--- src/rtl/dot_pkg.sv ---
// Shared types and width helpers for the round-robin dot-product arbiter.
package dot_pkg;

    typedef enum logic [1:0] {
        IDLE,
        CALC,
        DONE
    } dot_state_t;

    localparam int VLEN = 4;

    // Four products of 2*bits each need two extra bits so the sum cannot overflow.
    function automatic int res_width(input int bits);
        return 2 * bits + 2;
    endfunction

    function automatic int id_width(input int nreq);
        return $clog2(nreq);
    endfunction

endpackage

--- src/rtl/dot4_core.sv ---
// Combinational 4-element unsigned dot product: four multipliers feeding a two-level adder tree.
module dot4_core
    import dot_pkg::*;
#(
    parameter int BITS = 4
) (
    input  logic [VLEN*BITS-1:0]       a,
    input  logic [VLEN*BITS-1:0]       b,
    output logic [res_width(BITS)-1:0] dot
);

    logic [2*BITS-1:0] prod [VLEN];
    logic [2*BITS:0]   sum01;
    logic [2*BITS:0]   sum23;

    always_comb begin
        for (int k = 0; k < VLEN; k++) begin
            prod[k] = {{BITS{1'b0}}, a[k*BITS +: BITS]} * {{BITS{1'b0}}, b[k*BITS +: BITS]};
        end
    end

    assign sum01 = {1'b0, prod[0]} + {1'b0, prod[1]};
    assign sum23 = {1'b0, prod[2]} + {1'b0, prod[3]};
    assign dot   = {1'b0, sum01} + {1'b0, sum23};

endmodule

--- src/rtl/dot_arbiter.sv ---
// Round-robin scheduler sharing one dot4_core between NREQ requesters, one operation in flight.
//
// state | meaning
// IDLE  | grant the next valid requester from ptr upward; handshake captures operands
// CALC  | registered operands through dot4_core into rsp_data/rsp_id
// DONE  | rsp_valid high, result held until rsp_ready, then ptr moves past the owner
module dot_arbiter
    import dot_pkg::*;
#(
    parameter int BITS = 4,
    parameter int NREQ = 4
) (
    input  logic                           clk,
    input  logic                           rst_n,
    input  logic [NREQ-1:0]                req_valid,
    output logic [NREQ-1:0]                req_ready,
    input  logic [NREQ*VLEN*BITS-1:0]      req_a,
    input  logic [NREQ*VLEN*BITS-1:0]      req_b,
    output logic                           rsp_valid,
    input  logic                           rsp_ready,
    output logic [res_width(BITS)-1:0]     rsp_data,
    output logic [id_width(NREQ)-1:0]      rsp_id
);

    localparam int OPW = VLEN * BITS;
    localparam int RW  = res_width(BITS);
    localparam int IDW = id_width(NREQ);

    dot_state_t       state, state_nx;
    logic [IDW-1:0]   ptr;
    logic [IDW-1:0]   gidx;
    logic             take;
    logic [OPW-1:0]   op_a, op_b;
    logic [IDW-1:0]   op_id;
    logic [RW-1:0]    dot;

    function automatic logic [IDW-1:0] rr_pick(input logic [NREQ-1:0] v, input logic [IDW-1:0] p);
        logic [IDW-1:0]  pick;
        logic [NREQ-1:0] sh;
        logic            hit;
        int              idx;
        pick = p;
        hit  = 1'b0;
        for (int i = 0; i < NREQ; i++) begin
            idx = int'(p) + i;
            if (idx >= NREQ) idx = idx - NREQ;
            sh = v >> idx;
            if (!hit && sh[0]) begin
                pick = IDW'(idx);
                hit  = 1'b1;
            end
        end
        return pick;
    endfunction

    assign gidx = rr_pick(req_valid, ptr);

    always_comb begin
        state_nx  = state;
        req_ready = '0;
        rsp_valid = 1'b0;
        take      = 1'b0;
        unique case (state)
            IDLE: begin
                // Held in reset the block must not advertise an accept to anyone.
                if ((|req_valid) && rst_n) begin
                    req_ready = NREQ'(1) << gidx;
                    take      = 1'b1;
                    state_nx  = CALC;
                end
            end
            CALC: state_nx = DONE;
            DONE: begin
                rsp_valid = 1'b1;
                if (rsp_ready) state_nx = IDLE;
            end
            default: state_nx = IDLE;
        endcase
    end

    always_ff @(posedge clk or negedge rst_n) begin
        if (!rst_n) state <= IDLE;
        else        state <= state_nx;
    end

    always_ff @(posedge clk or negedge rst_n) begin
        if (!rst_n) begin
            ptr      <= '0;
            op_a     <= '0;
            op_b     <= '0;
            op_id    <= '0;
            rsp_data <= '0;
            rsp_id   <= '0;
        end else begin
            if (take) begin
                op_a  <= req_a[gidx*OPW +: OPW];
                op_b  <= req_b[gidx*OPW +: OPW];
                op_id <= gidx;
            end
            if (state == CALC) begin
                rsp_data <= dot;
                rsp_id   <= op_id;
            end
            if (state == DONE && rsp_ready) begin
                ptr <= (rsp_id == IDW'(NREQ - 1)) ? '0 : rsp_id + IDW'(1);
            end
        end
    end

    dot4_core #(.BITS(BITS)) u_core (
        .a   (op_a),
        .b   (op_b),
        .dot (dot)
    );

endmodule

--- config.mk ---
export PLATFORM = sky130hd
export DESIGN_NAME = dot_arbiter
export DESIGN_NICKNAME = d
export VERILOG_FILES = /design/src/rtl/dot_pkg.sv /design/src/rtl/dot4_core.sv /design/src/rtl/dot_arbiter.sv
export SDC_FILE = /design/constraint.sdc
export NUM_CORES = 1
export LEC_CHECK = 0
export CORE_UTILIZATION = 35
export DETAILED_ROUTE_END_ITERATION = 10
export GPL_ROUTABILITY_DRIVEN = 0
export GPL_TIMING_DRIVEN = 0
export PLACE_DENSITY = 0.65
export SYNTH_ARGS = -nofsm -noshare
export SYNTH_HDL_FRONTEND = slang
export SYNTH_SLANG_ARGS = --single-unit
--- constraint.sdc ---
create_clock -name clk -period 6.2 [get_ports clk]
set_input_delay 1.24 -clock clk [delete_from_list [all_inputs] [get_ports clk]]
set_output_delay 1.24 -clock clk [all_outputs]
set_load 0.005 [all_outputs]
After elaboration in Yosys (flattened, before gate mapping)

Index checks and enable logic that the tools add are counted.

Flip-flop bits (word level): 50
Bits in latches: 0
Memory bits (writable): 0
ROM bits: 0
Input port bits: 135
Memories kept: 0

$add $sub $neg: 11
Multiply operators: 4
Divide/modulo/power cells: 0
$lt $le $gt $ge: 4
Equality and inequality tests: 5
Shift operators: 7
Muxes and demuxes: 20
Bitwise operators: 0
Reduce and logical (&&, ||, !) cells: 11

Operator list:

| cell                  | number |
|---|---|
| $mux W32              | 4 |
| $shiftx A64 B7 Y16    | 2 |
| $shr A4 B32 Y1        | 4 |
| $mul A4 B4 Y8         | 4 |
| $add A8 B8 Y9         | 2 |
| $mux W2               | 7 |
| $sub A3 B3 Y4 const B | 3 |
| $add A9 B9 Y10        | 1 |
| $ge A3 B3 Y1 const B  | 3 |
| $mux W4               | 2 |
| $add A2 B2 Y3 const B | 2 |
| $mux W1               | 6 |
| $pmux W2 S3           | 1 |
| $logic_and A1 B1 Y1   | 5 |
| $eq A2 B2 Y1 const B  | 2 |
| $ne A2 B2 Y1 const B  | 2 |
| $reduce_or A4 Y1      | 1 |
| $shl A1 B2 Y4 const A | 1 |
| $sub A2 B3 Y4 const B | 1 |
| $add A2 B1 Y3 const B | 1 |
| $ge A2 B3 Y1 const B  | 1 |
| $logic_not A1 Y1      | 3 |
| $add A2 B1 Y2 const B | 1 |
| $eq A2 B1 Y1 const B  | 1 |
| other kinds (2)       | 2 |

Depth between registers and ports, before layout

Word-level depth: 16
Gate-level depth with buffers: 19
Mapped depth without buffers: 19

Modules after synthesis

A second synthesis with hierarchy kept.

Cells, all modules: 1349
Area, all modules: 10458.8 µm²

Modules (own cells, without submodules):

| module      | instances | cells each | area each (µm²) |
|---|---|---|---|
| dot_arbiter | 1         | 1099       | 8257.9 |
| dot4_core   | 1         | 250        | 2200.9 |

Worst setup path after synthesis

OpenSTA, ideal clock, no wires.

Path type: reg-to-reg
Start: reg op_b[12]
End: reg rsp_data[9]
Setup time: 0.069 ns
Arrival time: 5.136 ns
Required time: 6.131 ns
Setup slack: 0.995 ns
Cell stages (with the launch flop): 19
Period minus slack after synthesis: 5.205 ns
Cell sequence: dfrtp_1 -> and2_1 -> fa_1 -> inv_1 -> fa_1 -> inv_1 -> fa_1 -> fa_1 -> inv_1 -> fa_1 -> fa_1 -> inv_1 -> ha_1 -> a21o_1 -> a21o_1 -> a21o_1 -> a21oi_1 -> or4b_2 -> nand3_1

Word-level cells in the longest chain between the ends: 3

Ends and longest elaborated chain:

| what                     | line               | source |
|---|---|---|
| start: declaration       | dot_arbiter.sv:33  | `logic [OPW-1:0] op_a, op_b;` |
| start signal: assignment | dot_arbiter.sv:97  | `op_b <= req_b[gidx*OPW +: OPW];` |
| $mul A4 B4 Y8            | dot4_core.sv:18    | `prod[k] = {{BITS{1'b0}}, a[k*BITS +: BITS]} * {{BITS{1'b0}}, b[k*BITS +: BITS]};` |
| $add A8 B8 Y9            | dot4_core.sv:23    | `assign sum23 = {1'b0, prod[2]} + {1'b0, prod[3]};` |
| $add A9 B9 Y10           | dot4_core.sv:24    | `assign dot = {1'b0, sum01} + {1'b0, sum23};` |
| end signal: assignment   | dot_arbiter.sv:101 | `rsp_data <= dot;` |
| end: declaration         | dot_arbiter.sv:21  | `output logic [res_width(BITS)-1:0] rsp_data,` |

Every way passes these cells.
A chain may end at the register's enable or synchronous reset.

Final worst setup path

Start: reg ptr[0]
End: out req_ready[2]

Word-level cells in the longest chain between the ends: 16

Ends and longest elaborated chain:

| what                                                   | line               | source |
|---|---|---|
| start: declaration                                     | dot_arbiter.sv:30  | `logic [IDW-1:0] ptr;` |
| start signal: assignment                               | dot_arbiter.sv:105 | `ptr <= (rsp_id == IDW'(NREQ - 1)) ? '0 : rsp_id + IDW'(1);` |
| branches (longest 12 deep; another with $sub A3 B3 Y4) | --                 |  |
| $mux W2 (*)                                            | dot_arbiter.sv:48  | `if (!hit && sh[0]) begin` |
| $shl A1 B2 Y4 (*)                                      | dot_arbiter.sv:67  | `req_ready = NREQ'(1) << gidx;` |
| $mux W4 (*)                                            | dot_arbiter.sv:66  | `if ((\|req_valid) && rst_n) begin` |
| $mux W4 (*)                                            | dot_arbiter.sv:63  | `unique case (state)` |
| end: declaration                                       | dot_arbiter.sv:16  | `output logic [NREQ-1:0] req_ready,` |

Every way passes the cells marked *.

==> impl_metrics.env <==
export IMPL_status="finished, final reports clean"
export IMPL_initial_core_util_pct=36.3
export IMPL_synth_nets=1011
export IMPL_synth_distinct_cells=54
export IMPL_nets=1171
export IMPL_syn_avg_cell_area_um2=9.10
export IMPL_synth_top_family_by_area="compound AO/OA/AOI/OAI gates"
export IMPL_finalCriticalPeriod_ns=5.83
export IMPL_grt_pass1_vias=6626
export IMPL_synth_top_area_share_pct=17.5
export IMPL_drt_wl_total_mm=21.6
export IMPL_coreArea_mm2=0.0197
export IMPL_cts_hold_buf=0
export IMPL_chipWidth_um=145
export IMPL_grt_max_degree=36
export IMPL_clkSlewWorstSetupHoldPaths_ns=0.07
export IMPL_fill_cells=1884
export IMPL_endpoint_kind="output pin"
export IMPL_ys_flop_type="dfrtp_1"
export IMPL_drive_above_1_share_pct=8.03
export IMPL_dr_pass1_iters=5
export IMPL_hold_viol=0
export IMPL_drcViolationCount=0
export IMPL_crit_path_max_fanout=11
export IMPL_cp_required_ns=4.96
export IMPL_skew_ns=0.00976
export IMPL_hp_class="flop to flop"
export IMPL_clkLatencyLatePin_ns=0.29
export IMPL_via_per_inst=5.64
export IMPL_synthCells=786
export IMPL_gr_total_overflow=0
export IMPL_cts_root_buf="clkbuf_16"
export IMPL_rows=51
export IMPL_yosysSeqAreaShare_pct=17.5
export IMPL_final_cell_area_mm2=0.00920
export IMPL_cts_max_path_buffers=2
export IMPL_hold_worst_slack_ns=0.477
export IMPL_synth_most_common_cell="mux2i_1"
export IMPL_drt_wirelength_per_cell_um=17.9
export IMPL_worstPathArrival_ns=4.59
export IMPL_worstSetupPathType="flop to output pin"
export IMPL_cap_violations=0
export IMPL_rsz0062_at_grt="false"
export IMPL_dpl_hpwl_mm=17.7
export IMPL_clkSinkCount=50
export IMPL_seqCellArea_mm2=0.00125
export IMPL_netlist_top_cell_by_area="dfrtp_1"
export IMPL_max_freq_mhz=171
export IMPL_synth_seq_cells=50
export IMPL_cts_buffers=5
export IMPL_grt_pass1_wl_mm=34.9
export IMPL_synthTopCellsByCount="mux2i_1 (104), a221oi_1 (86), inv_1 (75), nand2_1 (63), o22ai_1 (51)"
export IMPL_setup_worst_path_start_class="flop"
export IMPL_synth_xor_area_share_pct=0.612
export IMPL_worst_pin_slew_ns=1.00
export IMPL_synth_compound_area_share_pct=21.5
export IMPL_h_tree_depth=2
export IMPL_tritoncts="yes"
export IMPL_area_growth_syn_to_layout_pct=28.6
export IMPL_ios=152
export IMPL_synth_area_mux_share_pct=20.7
export IMPL_finalCritPeriodShare_pct=94.1
export IMPL_finalSetupViolations=0
export IMPL_post_dp_cell_area_mm2=0.00901
export IMPL_portBuffers=151
export IMPL_syn_cell_area_mm2=0.00715
export IMPL_max_slew_margin_rel_pct=31.5
export IMPL_ys_top_cells_by_area="dfrtp_1 (17%), mux2i_1 (15%), fa_1 (13%), a221oi_1 (11%), ha_1 (7.3%)"
export IMPL_drt_antenna_violating_nets=0
export IMPL_antenna_found_initial=0
export IMPL_async_flop_share_pct=100
export IMPL_synth_edf_count=0
export IMPL_synth_fa_ha_area_share_pct=20.8
export IMPL_antenna_cells=0
export IMPL_yosys_area_share_simple_pct=11.3
export IMPL_die_h_um=145
export IMPL_multi_input_area_mm2=0.00537
export IMPL_vias=6837
export IMPL_grt_usage_pct=20.5
export IMPL_dieArea_mm2=0.0210
export IMPL_yosysWarnings=0
export IMPL_drt_initial_drc_count=403
export IMPL_slew_viol_final=0
-- state kept, by name (all words and copies together), names as in the netlist --
signal    flops
op_a         16
ptr           2
rsp_data     10
state         2
op_b         16
rsp_id        2
op_id         2
-- what timing repair did --
action,CTS,global route
buffers inserted,0,1
resized for setup,0,4
setup endpoints to repair,0,4
-- worst paths after layout --
check	slack (ns)	startpoint	cells past startpoint	to
setup / recovery	0.37	ptr[0]	14	req_ready[2]
hold / removal	0.48	rsp_data[8]	2	rsp_data[8]
setup reg to reg	0.73	op_b[12]	18	rsp_data[9]
hold reg to reg	0.48	rsp_data[8]	2	rsp_data[8]
max in group asynchronous	4.80	rst_n	2	op_b[5]
min in group asynchronous	0.87	rst_n	1	rsp_data[1]
-- layout by cell type (no fill, tap or decap), types with 2 or more instances in the layout --
master,instances
clkdlybuf4s50_1,150
mux2i_1,103
a221oi_1,86
inv_1,75
nand2_1,63
o22ai_1,51
dfrtp_1,50
fa_1,48
and2_1,47
ha_1,42
clkbuf_1,38
mux2_2,32
o21ai_1,27
nor2_1,25
buf_2,13
nand3_1,8
a21o_1,8
a2111oi_0,7
o21ai_0,7
buf_4,6
clkbuf_16,5
nand2b_1,4
xnor2_1,4
mux2_4,3
and3_1,3
nor2b_1,2
mux2i_4,2
a2bb2oi_1,2
nor3_1,2
a21oi_1,2
nor3b_1,2
-- kinds of logic (layout without fill, tap and decap cells) --
kind of cell               Yosys count  after routing
AOI/OAI and AO/OA                  203            203
and+or+nand+nor                    164            164
muxes                              141            141
buffers and inverters              133            294
adders and majority gates           90             90
DFF                                 50             50
xor gates and xnor gates             5              5
-- worst max-delay path: stages, from the launching register on --
cell,delay (ns)
dfrtp_1,0.49
buf_6,0.18
buf_2,0.23
clkinv_1,0.28
clkbuf_2,0.30
ha_1,0.32
clkbuf_1,0.32
a2bb2oi_1,0.33
nand2_2,0.21
a2bb2oi_1,0.20
o311ai_4,0.37
and2_1,0.17
buf_2,0.21
nor2b_1,0.16
clkdlybuf4s50_1,0.51
-- final cells by class --
class,instances,share of cell area [%]
buffer,57,2.79
clock buffer,5,1.36
clock inverter,3,0.476
inverter,76,3.10
multi-input combinational,603,58.4
sequential,50,13.6
tap,265,3.60
timing repair buffer,153,16.7
-- metrics by stage --
step | std cells | TNS, ns | util, % | worst slack (ns)
detailed placement | 1203 | 0 | 45.7 | 0.445
global placement | 1202 | -2.31 | 45.6 | -0.728
CTS | 1211 | 0 | 46.6 | 0.110
finish | 1212 | 0 | 46.7 | 0.368
floorplan | 786 | 0 | - | 0.995
global route | 1212 | 0 | 46.7 | 0.0373
-- layer usage --
metal | share of wire, % | track usage (%) | wire length, um
met1 | 46 | 29.1 | 9940
met2 | 46 | 33.2 | 10100
met3 | 5.6 | 2.23 | 1220
met4 | 1.9 | 4.79 | 418
met5 | 0 | 0 | 0
Power is left out: the tool's default activity adds up to more than one toggle a clock period on the data nets, which glitch-free logic cannot reach.
